## config.mk

```make
export PLATFORM = sky130hd
export DESIGN_NAME = load_store_unit
export DESIGN_NICKNAME = d
export VERILOG_FILES = /design/src/rtl/load_store_unit.sv
export SDC_FILE = /design/constraint.sdc
export NUM_CORES = 1
export LEC_CHECK = 0
export ABC_AREA = 1
export CORE_MARGIN = 5
export CORE_UTILIZATION = 51
export CTS_CLUSTER_DIAMETER = 30
export DETAILED_ROUTE_END_ITERATION = 7
export PLACE_DENSITY = 0.95
export REMOVE_ABC_BUFFERS = 1
export SLEW_MARGIN = 20
export SYNTH_ARGS = -nofsm -noshare
export SYNTH_HDL_FRONTEND = slang
export SYNTH_SLANG_ARGS = --single-unit
```

## constraint.sdc

```tcl
create_clock -name clk -period 5.69 [get_ports clk]
set_input_delay 0.569 -clock clk [delete_from_list [all_inputs] [get_ports clk]]
set_output_delay 0.569 -clock clk [all_outputs]
set_load 0.01 [all_outputs]
```

## src/rtl/load_store_unit.sv

```systemverilog
// load_store_unit: RV32I load/store sequencer for a word-wide data memory
// without byte enables. Sub-word stores are done as read-modify-write;
// sub-word loads are extracted from the read word and sign/zero extended.
module load_store_unit #(
    parameter int register_count = 32,
    parameter int data_length    = 32   // lane logic assumes 32
) (
    input  logic                              clk,
    input  logic                              rst,
    input  logic                              req_valid,
    output logic                              req_ready,
    input  logic                              req_store,
    input  logic [2:0]                        funct3,
    input  logic [data_length-1:0]            req_addr,
    input  logic [data_length-1:0]            req_wdata,
    output logic                              resp_valid,
    output logic [data_length-1:0]            resp_rdata,
    output logic                              fault,
    output logic [$clog2(register_count)-1:0] rw_addr_mem,
    output logic [data_length-1:0]            w_data_mem,
    output logic                              r_ctrl_mem,
    output logic                              w_ctrl_mem,
    input  logic [data_length-1:0]            r_data_mem
);
    localparam int AW        = $clog2(register_count);
    localparam int NUM_LANES = data_length / 8;

    typedef enum logic [1:0] {IDLE, READ, WRITE, RESP} state_t;

    // Only what the READ/WRITE phases still need after accept is kept;
    // the word address already lives in rw_addr_mem.
    typedef struct packed {
        logic        store;
        logic [2:0]  funct3;
        logic [1:0]  lane;
        logic [15:0] wdata;
    } req_t;

    state_t                 state;
    req_t                   cur;
    logic [AW-1:0]          req_waddr;
    logic                   bad_code;
    logic                   misaligned;
    logic                   req_fault;
    logic [7:0]             ld_byte;
    logic [15:0]            ld_half;
    logic [data_length-1:0] load_ext;
    logic [data_length-1:0] merged;
    logic                   unused_addr_hi;

    // Address bits above the memory size are dropped, so accesses wrap.
    assign req_waddr      = req_addr[AW+1:2];
    assign unused_addr_hi = ^req_addr[data_length-1:AW+2];

    // Reserved codes, unsigned stores, and misaligned half/word accesses.
    assign bad_code   = (funct3 == 3'b011) || (funct3[2:1] == 2'b11) ||
                        (req_store && funct3[2]);
    assign misaligned = ((funct3[1:0] == 2'b01) && req_addr[0]) ||
                        ((funct3[1:0] == 2'b10) && (req_addr[1:0] != 2'b00));
    assign req_fault  = bad_code || misaligned;

    assign ld_byte = r_data_mem[{cur.lane, 3'b000} +: 8];
    assign ld_half = r_data_mem[{cur.lane[1], 4'b0000} +: 16];

    // Per byte lane: take store data where the SB/SH targets this lane,
    // otherwise keep the word just read from memory.
    for (genvar i = 0; i < NUM_LANES; i++) begin : g_lane
        logic       sel;
        logic [7:0] src;
        assign sel = (cur.funct3[1:0] == 2'b00) ? (cur.lane == 2'(i))
                                                : (cur.lane[1] == ((i / 2) != 0));
        assign src = (cur.funct3[1:0] == 2'b00) ? cur.wdata[7:0]
                                                : cur.wdata[8*(i%2) +: 8];
        assign merged[8*i +: 8] = sel ? src : r_data_mem[8*i +: 8];
    end

    // Width selection and sign/zero extension of the load result.
    always_comb begin
        load_ext = r_data_mem;
        case (cur.funct3)
            3'b000:  load_ext = {{(data_length-8){ld_byte[7]}}, ld_byte};
            3'b100:  load_ext = {{(data_length-8){1'b0}}, ld_byte};
            3'b001:  load_ext = {{(data_length-16){ld_half[15]}}, ld_half};
            3'b101:  load_ext = {{(data_length-16){1'b0}}, ld_half};
            default: load_ext = r_data_mem;
        endcase
    end

    // Request sequencer; every memory and response output is registered so
    // reset drops the control lines immediately, cancelling a pending write.
    always_ff @(posedge clk or posedge rst) begin
        if (rst) begin
            state       <= IDLE;
            cur         <= '0;
            req_ready   <= 1'b1;
            resp_valid  <= 1'b0;
            fault       <= 1'b0;
            resp_rdata  <= '0;
            r_ctrl_mem  <= 1'b0;
            w_ctrl_mem  <= 1'b0;
            w_data_mem  <= '0;
            rw_addr_mem <= '0;
        end else begin
            unique case (state)
                IDLE: begin
                    if (req_valid) begin
                        cur       <= '{store: req_store, funct3: funct3,
                                       lane: req_addr[1:0], wdata: req_wdata[15:0]};
                        req_ready <= 1'b0;
                        if (req_fault) begin
                            state      <= RESP;
                            resp_valid <= 1'b1;
                            fault      <= 1'b1;
                            resp_rdata <= '0;
                        end else if (req_store && (funct3[1:0] == 2'b10)) begin
                            state       <= WRITE;
                            w_ctrl_mem  <= 1'b1;
                            rw_addr_mem <= req_waddr;
                            w_data_mem  <= req_wdata;
                        end else begin
                            state       <= READ;
                            r_ctrl_mem  <= 1'b1;
                            rw_addr_mem <= req_waddr;
                        end
                    end
                end
                READ: begin
                    r_ctrl_mem <= 1'b0;
                    if (cur.store) begin
                        state      <= WRITE;
                        w_ctrl_mem <= 1'b1;
                        w_data_mem <= merged;
                    end else begin
                        state      <= RESP;
                        resp_valid <= 1'b1;
                        fault      <= 1'b0;
                        resp_rdata <= load_ext;
                    end
                end
                WRITE: begin
                    state      <= RESP;
                    w_ctrl_mem <= 1'b0;
                    resp_valid <= 1'b1;
                    fault      <= 1'b0;
                    resp_rdata <= '0;
                end
                RESP: begin
                    state      <= IDLE;
                    resp_valid <= 1'b0;
                    fault      <= 1'b0;
                    req_ready  <= 1'b1;
                end
                default: state <= IDLE;
            endcase
        end
    end
endmodule

```

; ---- After elaboration in Yosys (flattened, before gate mapping)
; Index checks and enable logic that the tools add are counted.
[word_totals]
output_inout_bits = 74
inputBits = 103
register_bits = 98
wordCells = 103
[op_classes]
n_shift = 2
n_eq_ne = 20
n_bitwise = 2
n_reduce_logical = 25
mux = 41
[op_table]
columns = cell, n
row1 = $mux 32, 7
row2 = $pmux 32 s4, 1
row3 = $pmux 32 s3, 1
row4 = $pmux 32 s2, 1
row5 = $mux 8, 5
row6 = $shiftx 32x6->16, 1
row7 = $shiftx 32x6->8, 1
row8 = $mux 1, 17
row9 = $ne 2x2->1 const B, 7
row10 = $eq 2x2->1 const B, 6
row11 = $reduce_and 5->1, 2
row12 = $pmux 2 s4, 1
row13 = $reduce_and 4->1, 2
row14 = $eq 2x1->1 const B, 3
row15 = $eq 3x3->1 const B, 2
row16 = $logic_not 2->1, 3
row17 = $mux 2, 3
row18 = $pmux 1 s3, 2
row19 = $reduce_and 3->1, 2
row20 = $reduce_bool 2->1, 3
row21 = $logic_and 1x1->1, 4
row22 = $logic_or 1x1->1, 4
row23 = $pmux 1 s2, 2
row24 = $pmux 1 s4, 1
row25 = 7 further kinds, 9

; ---- Logic depth before layout (Yosys ltp)
[depth]
depth_word = 7
ltp_mapped = 11
depth_no_buf = 9

; ---- Least setup slack after synthesis
; No wires, ideal clock.
[synth_path]
path_type = register -> register
startpoint = register state[0]
endpoint = register resp_rdata[10]
setup_time_ps = 117
required_ps = 5573
slack_ps = 4101
path_stages_with_launch = 10
arrival_ps = 1471
cell_sequence = dfrtp_1 inv_1 ha_1 nand3_2 nand2_1 nand2_1 buf_4 buf_4 nand2_1 nand2_1
[synth_between]
elab_chain_len = 3
elab_cells_between_ends = 9
cone_classes = eq/ne: 5 / mux: 1 / reduce/logical: 3
[synth_lines]
columns = item, line
row1 = start: declaration, 39  ; state_t state;
row2 = start signal: assignment, 93  ; state <= IDLE;
row3 = start signal: assignment, 111  ; state <= RESP;
row4 = start signal: assignment, 116  ; state <= WRITE;
row5 = $eq 2x1->1 (tied with other cells), 104  ; unique case (state)
row6 = $ne 2x2->1 (no line) or $reduce_bool 3->1 (tied branches), -
row7 = $reduce_and 4->1 (no line), -
row8 = end signal: assignment, 137  ; resp_rdata <= load_ext;
row9 = end: declaration, 17  ; output logic [data_length-1:0] resp_rdata,
; Parallel ways exist; a longest one is shown, timed or not.
; A chain may end at the register's enable or synchronous reset.

; ---- Worst setup path after layout
[layout_path]
startpoint = register state[0]
endpoint = register w_data_mem[17]
[layout_between]
elab_chain_len = 3
elab_cells_between_ends = 9
cone_classes = eq/ne: 5 / mux: 1 / reduce/logical: 3
[layout_lines]
columns = item, line
row1 = $eq 2x1->1 or $logic_not 2->1 (tied branches), 104
row2 = $ne 2x2->1 (no line) or $reduce_bool 2->1 (tied branches), -
row3 = $reduce_and 5->1 (no line), -
row4 = end signal: assignment, 119  ; w_data_mem <= req_wdata;
row5 = end signal: assignment, 132  ; w_data_mem <= merged;
row6 = end: declaration, 20  ; output logic [data_length-1:0] w_data_mem,
; Parallel ways exist; a longest one is shown, timed or not.

==> flow_summary.yaml <==
final_layout:
  antenna_cells: 0
  postLayoutCoreUtil_pct: 68.1
  area_growth_pct: 30.2
  seq_area_um2: 2450
  fillCellCount: 917
  layout_common_cells: "nand2_1 (421), clkdlybuf4s50_1 (151), dfrtp_1 (97)"
  final_cell_area_um2: 7410
  layout_commonest_cell: "nand2_1"
  nNetsFinal: 1080
  drive_gt1_share_pct: 5.02
  multi_input_area_um2: 2750
place:
  dp_hpwl_um: 12900
  gp_congestion: 0.929
  io_buffers: 151
  placed_cell_area_um2: 7200
die:
  ios: 177
  fp.dieArea_um2: 13400
  die_y_um: 116
  fp.dieW_um: 116
  num_rows: 38
  core_um2: 10900
  start_util_pct: 52.3
pwr:
  finalPower_mw: 4.20
  peakVddDrop_mv: 0.399
  power.density_nw_per_um2: 566
  p_leak_nw: 3.87
synthesis:
  ys_seq_elements: 98
  yosys_most_used_dff: "dfrtp_1"
  synth_edf_count: 0
  ys_types: 29
  yosysWarnings: 0
  synth-seq-area-share_pct: 43.1
  async_flop_share_pct: 100
  synth_area_um2: 5690
  syn_inst: 847
  synth_area_per_cell_um2: 6.72
clock_tree:
  h-tree-depth: 3
  cts_tree: "done"
  clock_latency_ns: 0.38
  clock_sinks: 98
  root_buffer: "clkbuf_8"
  clkTransAtPathRegs_ns: 0.11
  numCtsBuffers: 9
  cts.repair.resized: 0
  postCtsHoldBufs: 0
  cts_setup_buffers: 0
  clock_path_buffers: 2
routing:
  first_pass_iters: 5
  routed.top_layer: "met4"
  dr_total_vias: 6047
  wl_met1_um: 6850
  drt_wl_total_um: 17800
  met3_length_um: 1990
  drtIter0Drc: 703
  drt-wirelength-per-cell_um: 15.9
  viasPerCell: 5.41
  drc: 0
  wl_met2_um: 8370
  antenna_left: 0
timing:
  finalSetupViolations: 0
  fmax_mhz: 370
  final_max_slew_viol_count: 0
  hold_slack_ns: 0.483
  tns_ns: 0
  period_needed_ns: 2.70
  fin_worst_skew_ns: 0.0172
  finalCritPeriodShare_pct: 47.5
  hold_viol: 0
  rsz0062_at_grt: "no"
  tightest_slew_ns: 0.929
  slew_headroom_pct: 37.9
global_route:
  antenna_found_initial: 0
  grt_pass1_vias: 5957
  grt_pass1_wl_um: 28400
  grt_overflow_total: 0
  grt_use_total_pct: 26.9
  grt_max_degree: 58
worst_setup_path:
  worst-path-max-fanout: 41
  end_kind: "flip-flop"
  cp.arrival_ns: 2.98
  cp.required_ns: 5.97
  critPathKind: "reg2reg"
  worstSetupStartpointType: "flip-flop"
flow_run:
  drv_cap: 0
hold_path:
  min_path_type: "reg2reg"
run_status:
  outcome: "completed"
power by group:
| group | switching [mW] | internal (mW) | total, mW |
|---|---|---|---|
| Clock | 0.276 | 0.212 | 0.488 |
| Combinational | 1.60 | 0.939 | 2.54 |
| Sequential | 0.163 | 1.01 | 1.17 |
final timing paths:
path / startpoint / to / slack (ns) / depth (start not counted)
worst max-delay path: state[0]$_DFFE_PP0P_ / w_data_mem[17]$_DFFE_PP0P_ / 2.99 / 9
worst min-delay path: w_data_mem[19]$_DFFE_PP0P_ / w_data_mem[19]$_DFFE_PP0P_ / 0.48 / 2
worst max register to register: state[0]$_DFFE_PP0P_ / w_data_mem[17]$_DFFE_PP0P_ / 2.99 / 9
worst min register to register: w_data_mem[19]$_DFFE_PP0P_ / w_data_mem[19]$_DFFE_PP0P_ / 0.48 / 2
max in group asynchronous: rst / w_data_mem[2]$_DFFE_PP0P_ / 3.96 / 3
min in group asynchronous: rst / resp_rdata[20]$_DFFE_PP0P_ / 0.60 / 2
area by class of cell:
type,instances,share of cell area (%)
multi-input cells,635,37.1
flip-flops and latches,98,33.1
repair buffers,157,21.0
inverters,71,3.66
well taps,140,2.36
clock buffers,9,1.67
clock inverters,7,1.11
synth_stat cells (all sizes together) (5+ instances only):
cell type	n	area (um^2)
a21oi	32	186
buf	35	190
clkbuf	8	30.0
dfrtp	97	2430
ha	5	62.6
inv	71	269
nand2	429	1640
nand3	96	490
nor2	15	73.8
o21ai	53	265
per-stage QoR:
stage | setup slack (ns) | instances
floorplan | 2.36 | 804
global placement | 2.82 | 1101
detailed placement | 2.77 | 1101
CTS | 2.97 | 1117
global route | 2.68 | 1117
finish | 2.99 | 1117
sequential cells by signal (all words and copies together) (netlist names):
name / count
state: 2
resp_rdata: 32
cur: 22
w_data_mem: 32
rw_addr_mem: 5
resp_valid: 1
r_ctrl_mem: 1
fault: 1
req_ready: 1
w_ctrl_mem: 1
cells by family (layout without fill, tap and decap cells):
group                    Yosys count  in the layout  share of synthesized area, %
AO/OA/AOI/OAI                     88             88                          8.33
adder cells (fa/ha/maj)            5              5                          1.10
buffers and inverters            114            244                          8.60
flip-flops                        98             98                          43.1
AND/OR/NAND/NOR                  542            542                          38.9
layer usage:
metal	global-route usage [%]	up-vias
met2	44.1	326
met5	0	-
met1	33.8	2788
met4	12.1	0
li1	-	2887
met3	6.42	46
worst max-delay path, cell delays in order, from the launching register on:
cell and delay, ns:
dfrtp_1 0.41, inv_1 0.12, ha_1 0.36, nand2_2 0.16
inv_2 0.46, nor2_2 0.14, inv_2 0.08, nand3_2 0.52
nand2_1 0.25, nand2_1 0.08
No activity file was read; power rests on OpenSTA's default activity.
